### config.mk
export PLATFORM = sky130hd
export DESIGN_NAME = mem_arbiter
export DESIGN_NICKNAME = d
export VERILOG_FILES = /design/src/rtl/mem_arbiter_pkg.sv /design/src/rtl/mem_arbiter.sv
export SDC_FILE = /design/constraint.sdc
export NUM_CORES = 1
export LEC_CHECK = 0
export BUFFER_PORTS_ARGS = -buffer_cell sky130_fd_sc_hd__clkbuf_2
export CAP_MARGIN = 20
export CELL_PAD_IN_SITES_DETAIL_PLACEMENT = 0
export CELL_PAD_IN_SITES_GLOBAL_PLACEMENT = 2
export CORE_UTILIZATION = 27
export DETAILED_ROUTE_END_ITERATION = 10
export PLACE_DENSITY_LB_ADDON = 0.1
export SLEW_MARGIN = 20
export SYNTH_ARGS = -nofsm -noshare
export SYNTH_HDL_FRONTEND = slang
export SYNTH_SLANG_ARGS = --single-unit
### constraint.sdc
create_clock -name clk -period 4.43 [get_ports clk]
set_input_delay 0.2215 -clock clk [delete_from_list [all_inputs] [get_ports clk]]
set_output_delay 0.2215 -clock clk [all_outputs]
set_load 0.01 [all_outputs]
### src/rtl/mem_arbiter_pkg.sv
// Shared types, defaults and small helpers for the IF/DM single-port memory bus arbiter.
// Imported by mem_arbiter.
package mem_arbiter_pkg;

   localparam int ARB_ADDR_W  = 32;
   localparam int ARB_DATA_W  = 32;
   localparam int ARB_TIMEOUT = 255;

   typedef enum logic [2:0] {
      ARB_IDLE    = 3'd0,
      ARB_BUSY_IF = 3'd1,
      ARB_BUSY_DM = 3'd2,
      ARB_DONE_IF = 3'd3,
      ARB_DONE_DM = 3'd4
   } arb_state_e;

   typedef enum logic [1:0] {
      GRANT_NONE = 2'd0,
      GRANT_IF   = 2'd1,
      GRANT_DM   = 2'd2
   } arb_grant_e;

   // On a tie the requester served last loses, so IF and DM alternate.
   function automatic arb_grant_e arb_pick(input logic if_req,
                                           input logic dm_req,
                                           input logic last_dm);
      arb_grant_e g;
      g = GRANT_NONE;
      if (if_req && dm_req) begin
         g = last_dm ? GRANT_IF : GRANT_DM;
      end else if (if_req) begin
         g = GRANT_IF;
      end else if (dm_req) begin
         g = GRANT_DM;
      end
      return g;
   endfunction

   function automatic arb_state_e arb_done_of(input arb_state_e busy);
      return (busy == ARB_BUSY_IF) ? ARB_DONE_IF : ARB_DONE_DM;
   endfunction

endpackage

### src/rtl/mem_arbiter.sv
// Arbitrates one single-port memory bus between instruction fetch (IF) and data access (DM),
// running each access as a registered request/ack transaction with a timeout abort.
module mem_arbiter
   import mem_arbiter_pkg::*;
#(
   parameter int ADDR_W  = ARB_ADDR_W,
   parameter int DATA_W  = ARB_DATA_W,
   parameter int TIMEOUT = ARB_TIMEOUT
) (
   input  logic                clk,
   input  logic                rst,

   input  logic                if_req_i,
   input  logic [ADDR_W-1:0]   if_addr_i,
   output logic [DATA_W-1:0]   if_rdata_o,
   output logic                if_pausereq_o,

   input  logic                dm_req_i,
   input  logic                dm_we_i,
   input  logic [DATA_W/8-1:0] dm_sel_i,
   input  logic [ADDR_W-1:0]   dm_addr_i,
   input  logic [DATA_W-1:0]   dm_wdata_i,
   output logic [DATA_W-1:0]   dm_rdata_o,
   output logic                dm_pausereq_o,

   output logic                mem_req_o,
   output logic                mem_we_o,
   output logic [DATA_W/8-1:0] mem_sel_o,
   output logic [ADDR_W-1:0]   mem_addr_o,
   output logic [DATA_W-1:0]   mem_wdata_o,
   input  logic [DATA_W-1:0]   mem_rdata_i,
   input  logic                mem_ack_i,
   output logic                bus_err_o
);

   localparam int SEL_W = DATA_W / 8;
   localparam int TMR_W = $clog2(TIMEOUT + 1);
   localparam logic [TMR_W-1:0] TMR_LAST = TMR_W'(TIMEOUT - 1);

   arb_state_e        state_q, state_d;
   logic [TMR_W-1:0]  timer_q, timer_d;
   logic              last_dm_q, last_dm_d;
   logic              mem_req_q, mem_req_d;
   logic              mem_we_q, mem_we_d;
   logic [SEL_W-1:0]  mem_sel_q, mem_sel_d;
   logic [ADDR_W-1:0] mem_addr_q, mem_addr_d;
   logic [DATA_W-1:0] mem_wdata_q, mem_wdata_d;
   logic [DATA_W-1:0] if_rdata_q, if_rdata_d;
   logic [DATA_W-1:0] dm_rdata_q, dm_rdata_d;
   logic              bus_err_q, bus_err_d;
   arb_grant_e        grant;

   always_ff @(posedge clk) begin
      if (!rst) begin
         state_q     <= ARB_IDLE;
         timer_q     <= '0;
         last_dm_q   <= 1'b0;
         mem_req_q   <= 1'b0;
         mem_we_q    <= 1'b0;
         mem_sel_q   <= '0;
         mem_addr_q  <= '0;
         mem_wdata_q <= '0;
         if_rdata_q  <= '0;
         dm_rdata_q  <= '0;
         bus_err_q   <= 1'b0;
      end else begin
         state_q     <= state_d;
         timer_q     <= timer_d;
         last_dm_q   <= last_dm_d;
         mem_req_q   <= mem_req_d;
         mem_we_q    <= mem_we_d;
         mem_sel_q   <= mem_sel_d;
         mem_addr_q  <= mem_addr_d;
         mem_wdata_q <= mem_wdata_d;
         if_rdata_q  <= if_rdata_d;
         dm_rdata_q  <= dm_rdata_d;
         bus_err_q   <= bus_err_d;
      end
   end

   always_comb begin
      state_d     = state_q;
      timer_d     = timer_q;
      last_dm_d   = last_dm_q;
      mem_req_d   = mem_req_q;
      mem_we_d    = mem_we_q;
      mem_sel_d   = mem_sel_q;
      mem_addr_d  = mem_addr_q;
      mem_wdata_d = mem_wdata_q;
      if_rdata_d  = if_rdata_q;
      dm_rdata_d  = dm_rdata_q;
      bus_err_d   = 1'b0;
      grant       = arb_pick(if_req_i, dm_req_i, last_dm_q);

      case (state_q)
         ARB_IDLE: begin
            case (grant)
               GRANT_IF: begin
                  state_d     = ARB_BUSY_IF;
                  mem_req_d   = 1'b1;
                  mem_we_d    = 1'b0;
                  mem_sel_d   = '1;
                  mem_addr_d  = if_addr_i;
                  mem_wdata_d = '0;
                  timer_d     = '0;
                  last_dm_d   = 1'b0;
               end
               GRANT_DM: begin
                  state_d     = ARB_BUSY_DM;
                  mem_req_d   = 1'b1;
                  mem_we_d    = dm_we_i;
                  mem_sel_d   = dm_sel_i;
                  mem_addr_d  = dm_addr_i;
                  mem_wdata_d = dm_wdata_i;
                  timer_d     = '0;
                  last_dm_d   = 1'b1;
               end
               default: ;
            endcase
         end

         // An ack on the final allowed cycle still completes the access normally.
         ARB_BUSY_IF, ARB_BUSY_DM: begin
            if (mem_ack_i) begin
               mem_req_d = 1'b0;
               state_d   = arb_done_of(state_q);
               if (state_q == ARB_BUSY_IF) begin
                  if_rdata_d = mem_rdata_i;
               end else if (!mem_we_q) begin
                  dm_rdata_d = mem_rdata_i;
               end
            end else if (timer_q == TMR_LAST) begin
               timer_d   = timer_q + 1'b1;
               mem_req_d = 1'b0;
               bus_err_d = 1'b1;
               state_d   = arb_done_of(state_q);
               if (state_q == ARB_BUSY_IF) begin
                  if_rdata_d = '0;
               end else begin
                  dm_rdata_d = '0;
               end
            end else begin
               timer_d = timer_q + 1'b1;
            end
         end

         ARB_DONE_IF, ARB_DONE_DM: begin
            state_d = ARB_IDLE;
         end

         default: begin
            state_d = ARB_IDLE;
         end
      endcase
   end

   // Pause drops only in the requester's own done cycle, when its rdata is valid.
   assign if_pausereq_o = if_req_i & (state_q != ARB_DONE_IF);
   assign dm_pausereq_o = dm_req_i & (state_q != ARB_DONE_DM);

   assign if_rdata_o  = if_rdata_q;
   assign dm_rdata_o  = dm_rdata_q;
   assign mem_req_o   = mem_req_q;
   assign mem_we_o    = mem_we_q;
   assign mem_sel_o   = mem_sel_q;
   assign mem_addr_o  = mem_addr_q;
   assign mem_wdata_o = mem_wdata_q;
   assign bus_err_o   = bus_err_q;

endmodule

==> flow_summary_export.csv <==
group,metric,value,unit
timing,fin_crit_sh,0.542,
cts,cts_tree,"yes",
logic_synthesis,synth_area,0.00565,mm^2
setup_path,worstSetupPathType,"flip-flop to flip-flop",
run_status,status,"finished clean",
setup_path,endpoint_kind,"flip-flop",
pwr,p_leak,3.41,nW
cts,ctsHtreeMaxLevel,4,
logic_synthesis,synth_cell_type_count,34,
logic_synthesis,synth_top_area_frac,0.521,
global_route,track_usage,0.166,
pwr,max-vdd-ir-drop,0.000221,V
route,via_per_inst,4.69,
setup_path,timing.rr.start,"state_q[0]$_SDFFE_PN0P_",
pwr,power_density,435,mW/mm^2
placed_design,place_area,0.00718,mm^2
timing,slew_headroom,0.353,
route,drt_first_pass_iters,5,
logic_synthesis,synth_xor_area_frac,0.00155,
global_route,grt_pass1_wl,28100,um
cts,cts_hold_buffers,0,
logic_synthesis,yosysSeqAreaShare,0.521,
flow_run,drv_cap,0,
logic_synthesis,synth_warnings,0,
timing,period_needed,2.40,ns
timing,setup-tns-final,0,ns
global_route,grt_start_max_net_pins,75,
cts,clock_path_buffers,2,
layout,multi_input_area,0.00244,mm^2
floorplan,core-area,0.0204,mm^2
layout,synthToLayoutAreaGrowth,37.2,%
layout,diodes,0,
layout,fin_util,0.381,
placed_design,gp_congestion,0.737,
route,final_antenna_net_count,0,
global_route,grt_pass1_vias,5275,
cts,path_clk_slew,0.07,ns
logic_synthesis,synthMuxAreaShare,0.0602,
logic_synthesis,synth_adder_area_share,0.00886,
setup_path,reg2regPathDepth,4,
floorplan,fp.dieH,147,um
cts,root_buffer,"clkbuf_16",
timing,rsz0062_at_grt,"no",
layout,final-seq-area,0.00294,mm^2
timing,drv_slew,0,
cts,clk_latency,0.42,ns
logic_synthesis,synth_area_per_cell,8.99,um^2
placed_design,dp_hpwl,12500,um
floorplan,dieArea,0.0215,mm^2
layout,post-route-cell-area,0.00775,mm^2
layout,fill_cells,2113,
layout,final_common_cell,"clkbuf_2",
logic_synthesis,synth_top_area_cell,"dfxtp_1",
setup_path,crit_start,"state_q[0]$_SDFFE_PN0P_",
cts,cts_made_buffers,17,
cts,post-cts-setup-buffers,0,
logic_synthesis,synth_fp_nets,771,
timing,finalClockSkew,0.0101,ns
setup_path,cp.arrival,2.72,ns
global_route,overflow,0,
setup_path,worst_r2r_endpoint,"if_rdata_o[9]$_SDFFE_PN0P_",
timing,finalHoldViolations,0,
logic_synthesis,synth_compound_area_frac,0.212,
logic_synthesis,ys_top_cells_by_area,"dfxtp_1 52%, a21oi_1 7.3%, mux2i_1 6.0%",
placed_design,placed_cells,1124,
cts,post_cts_resized,0,
route,wl,17700,um
global_route,antenna_found_initial,0,
route,vias,5418,
logic_synthesis,ys_ff_latch,147,
pwr,p_total,3.37,mW
layout,drive_above_1_share,0.362,
timing,fmax,417,MHz
floorplan,io_pins,275,
setup_path,crit_end,"if_rdata_o[9]$_SDFFE_PN0P_",
layout,nets,1015,
setup_path,worst-r2r-setup-slack,2.03,ns
layout,final_cells,1156,
route,wire_per_inst,15.3,um
route,drt_iter0_markers,204,
logic_synthesis,synth_cells,629,
floorplan,rows,52,
setup_path,worst_ep_required_time,4.75,ns
timing,finalSetupViolCount,0,
logic_synthesis,synthSimpleGateAreaFrac,0.145,
floorplan,die_w,147,um
floorplan,start_util,0.278,
timing,tightest_slew,0.970,ns
setup_path,startpoint_type,"flip-flop",
worst_hold_path,hp-class,"primary input to flip-flop",
placed_design,numPortBuffers,274,
logic_synthesis,synth_top_family_by_area,"compound AO/OA/AOI/OAI gates",
cts,cts_num_sinks,147,
route,drc,0,
setup_path,critPathMaxFanout,33,
layout,layout_common_cells,"274 x clkbuf_2, 147 x dfxtp_1, 80 x a21oi_1, 80 x nand2_1, 43 x o21ai_0",
==> sequential cells by signal (all words and copies together) (netlist names) <==
| register | flops |
|---|---|
| mem_addr_o | 32 |
| mem_we_o | 1 |
| mem_req_o | 1 |
| state_q | 3 |
| timer_q | 8 |
| mem_sel_o | 4 |
| dm_rdata_o | 32 |
| bus_err_o | 1 |
| last_dm_q | 1 |
| if_rdata_o | 32 |
| mem_wdata_o | 32 |
==> area by class of cell <==
class | count | area share
multi-input combinational | 417 | 0.315
clock buffer | 17 | 0.0549
clock inverter | 15 | 0.0186
tap | 270 | 0.0436
timing repair buffer | 281 | 0.184
inverter | 9 | 0.00452
sequential | 147 | 0.380
==> worst min-delay path by stage <==
stage          slack, ns                    startpoint  cells past startpoint                           end
2_1_floorplan       0.35               mem_rdata_i[10]                      1   dm_rdata_o[10]$_SDFFE_PN0P_
3_3_place_gp        0.44  mem_wdata_o[14]$_SDFFE_PN0P_                      2  mem_wdata_o[14]$_SDFFE_PN0P_
3_5_place_dp        0.44     mem_sel_o[0]$_SDFFE_PN0P_                      2     mem_sel_o[0]$_SDFFE_PN0P_
4_1_cts             0.02                mem_rdata_i[7]                      2    dm_rdata_o[7]$_SDFFE_PN0P_
5_1_grt             0.03                mem_rdata_i[3]                      2    dm_rdata_o[3]$_SDFFE_PN0P_
6_report            0.04                mem_rdata_i[3]                      2    dm_rdata_o[3]$_SDFFE_PN0P_
==> where the power goes <==
| part | internal [mW] | total [mW] | switching (mW) |
|---|---|---|---|
| sequential | 1.41 | 1.46 | 0.0498 |
| clock | 0.787 | 1.40 | 0.611 |
| combinational | 0.205 | 0.515 | 0.310 |
==> routing by layer <==
| metal | vias to the layer above | global-route usage | part of all wire |
|---|---|---|---|
| met5 | - | 0 | 0 |
| met4 | 0 | 0.0500 | 0.016 |
| met3 | 20 | 0.0684 | 0.093 |
| met2 | 213 | 0.276 | 0.47 |
| met1 | 2470 | 0.193 | 0.42 |
| li1 | 2715 | - | - |
==> kinds of logic (layout without fill, tap and decap cells) <==
family / after synthesis / count (layout)
and+or+nand+nor: 182 / 182
xor gates and xnor gates: 1 / 1
AOI/OAI and AO/OA: 196 / 196
muxes: 34 / 34
DFF: 147 / 147
adders and majority gates: 4 / 4
buffers and inverters: 65 / 322
==> per-stage QoR <==
stage | hold WS, ns | worst slack, ns
2_1_floorplan | 0.354 | 2.62
3_3_place_gp | 0.438 | 2.08
3_5_place_dp | 0.444 | 1.99
4_1_cts | 0.0157 | 1.95
5_1_grt | 0.0262 | 1.76
6_report | 0.0388 | 2.03
==> synth_stat cells (all sizes together) <==
cell    instances
nor4            2
a21boi          1
a21oi          82
nand2          80
and3            5
a31o            1
or4             4
a31oi           1
nand3          40
o41ai           1
and2            1
a22o           32
o211ai          2
o22ai           1
or3             5
and4            1
nor2           37
ha              4
inv             9
clkbuf         33
mux2i          34
o21ai          43
or3b            1
xnor2           1
buf            23
nor3            2
dfxtp         147
a211oi         32
nand4           1
nor2b           3
==> worst max-delay path, stage by stage, from the launching register on <==
cell and delay [ns]:
dfxtp_1 0.57, or3b_2 0.78, nor2_4 0.66, nand2_1 0.15, a21oi_1 0.14
Note: power is estimated with default switching activity, not from simulation.
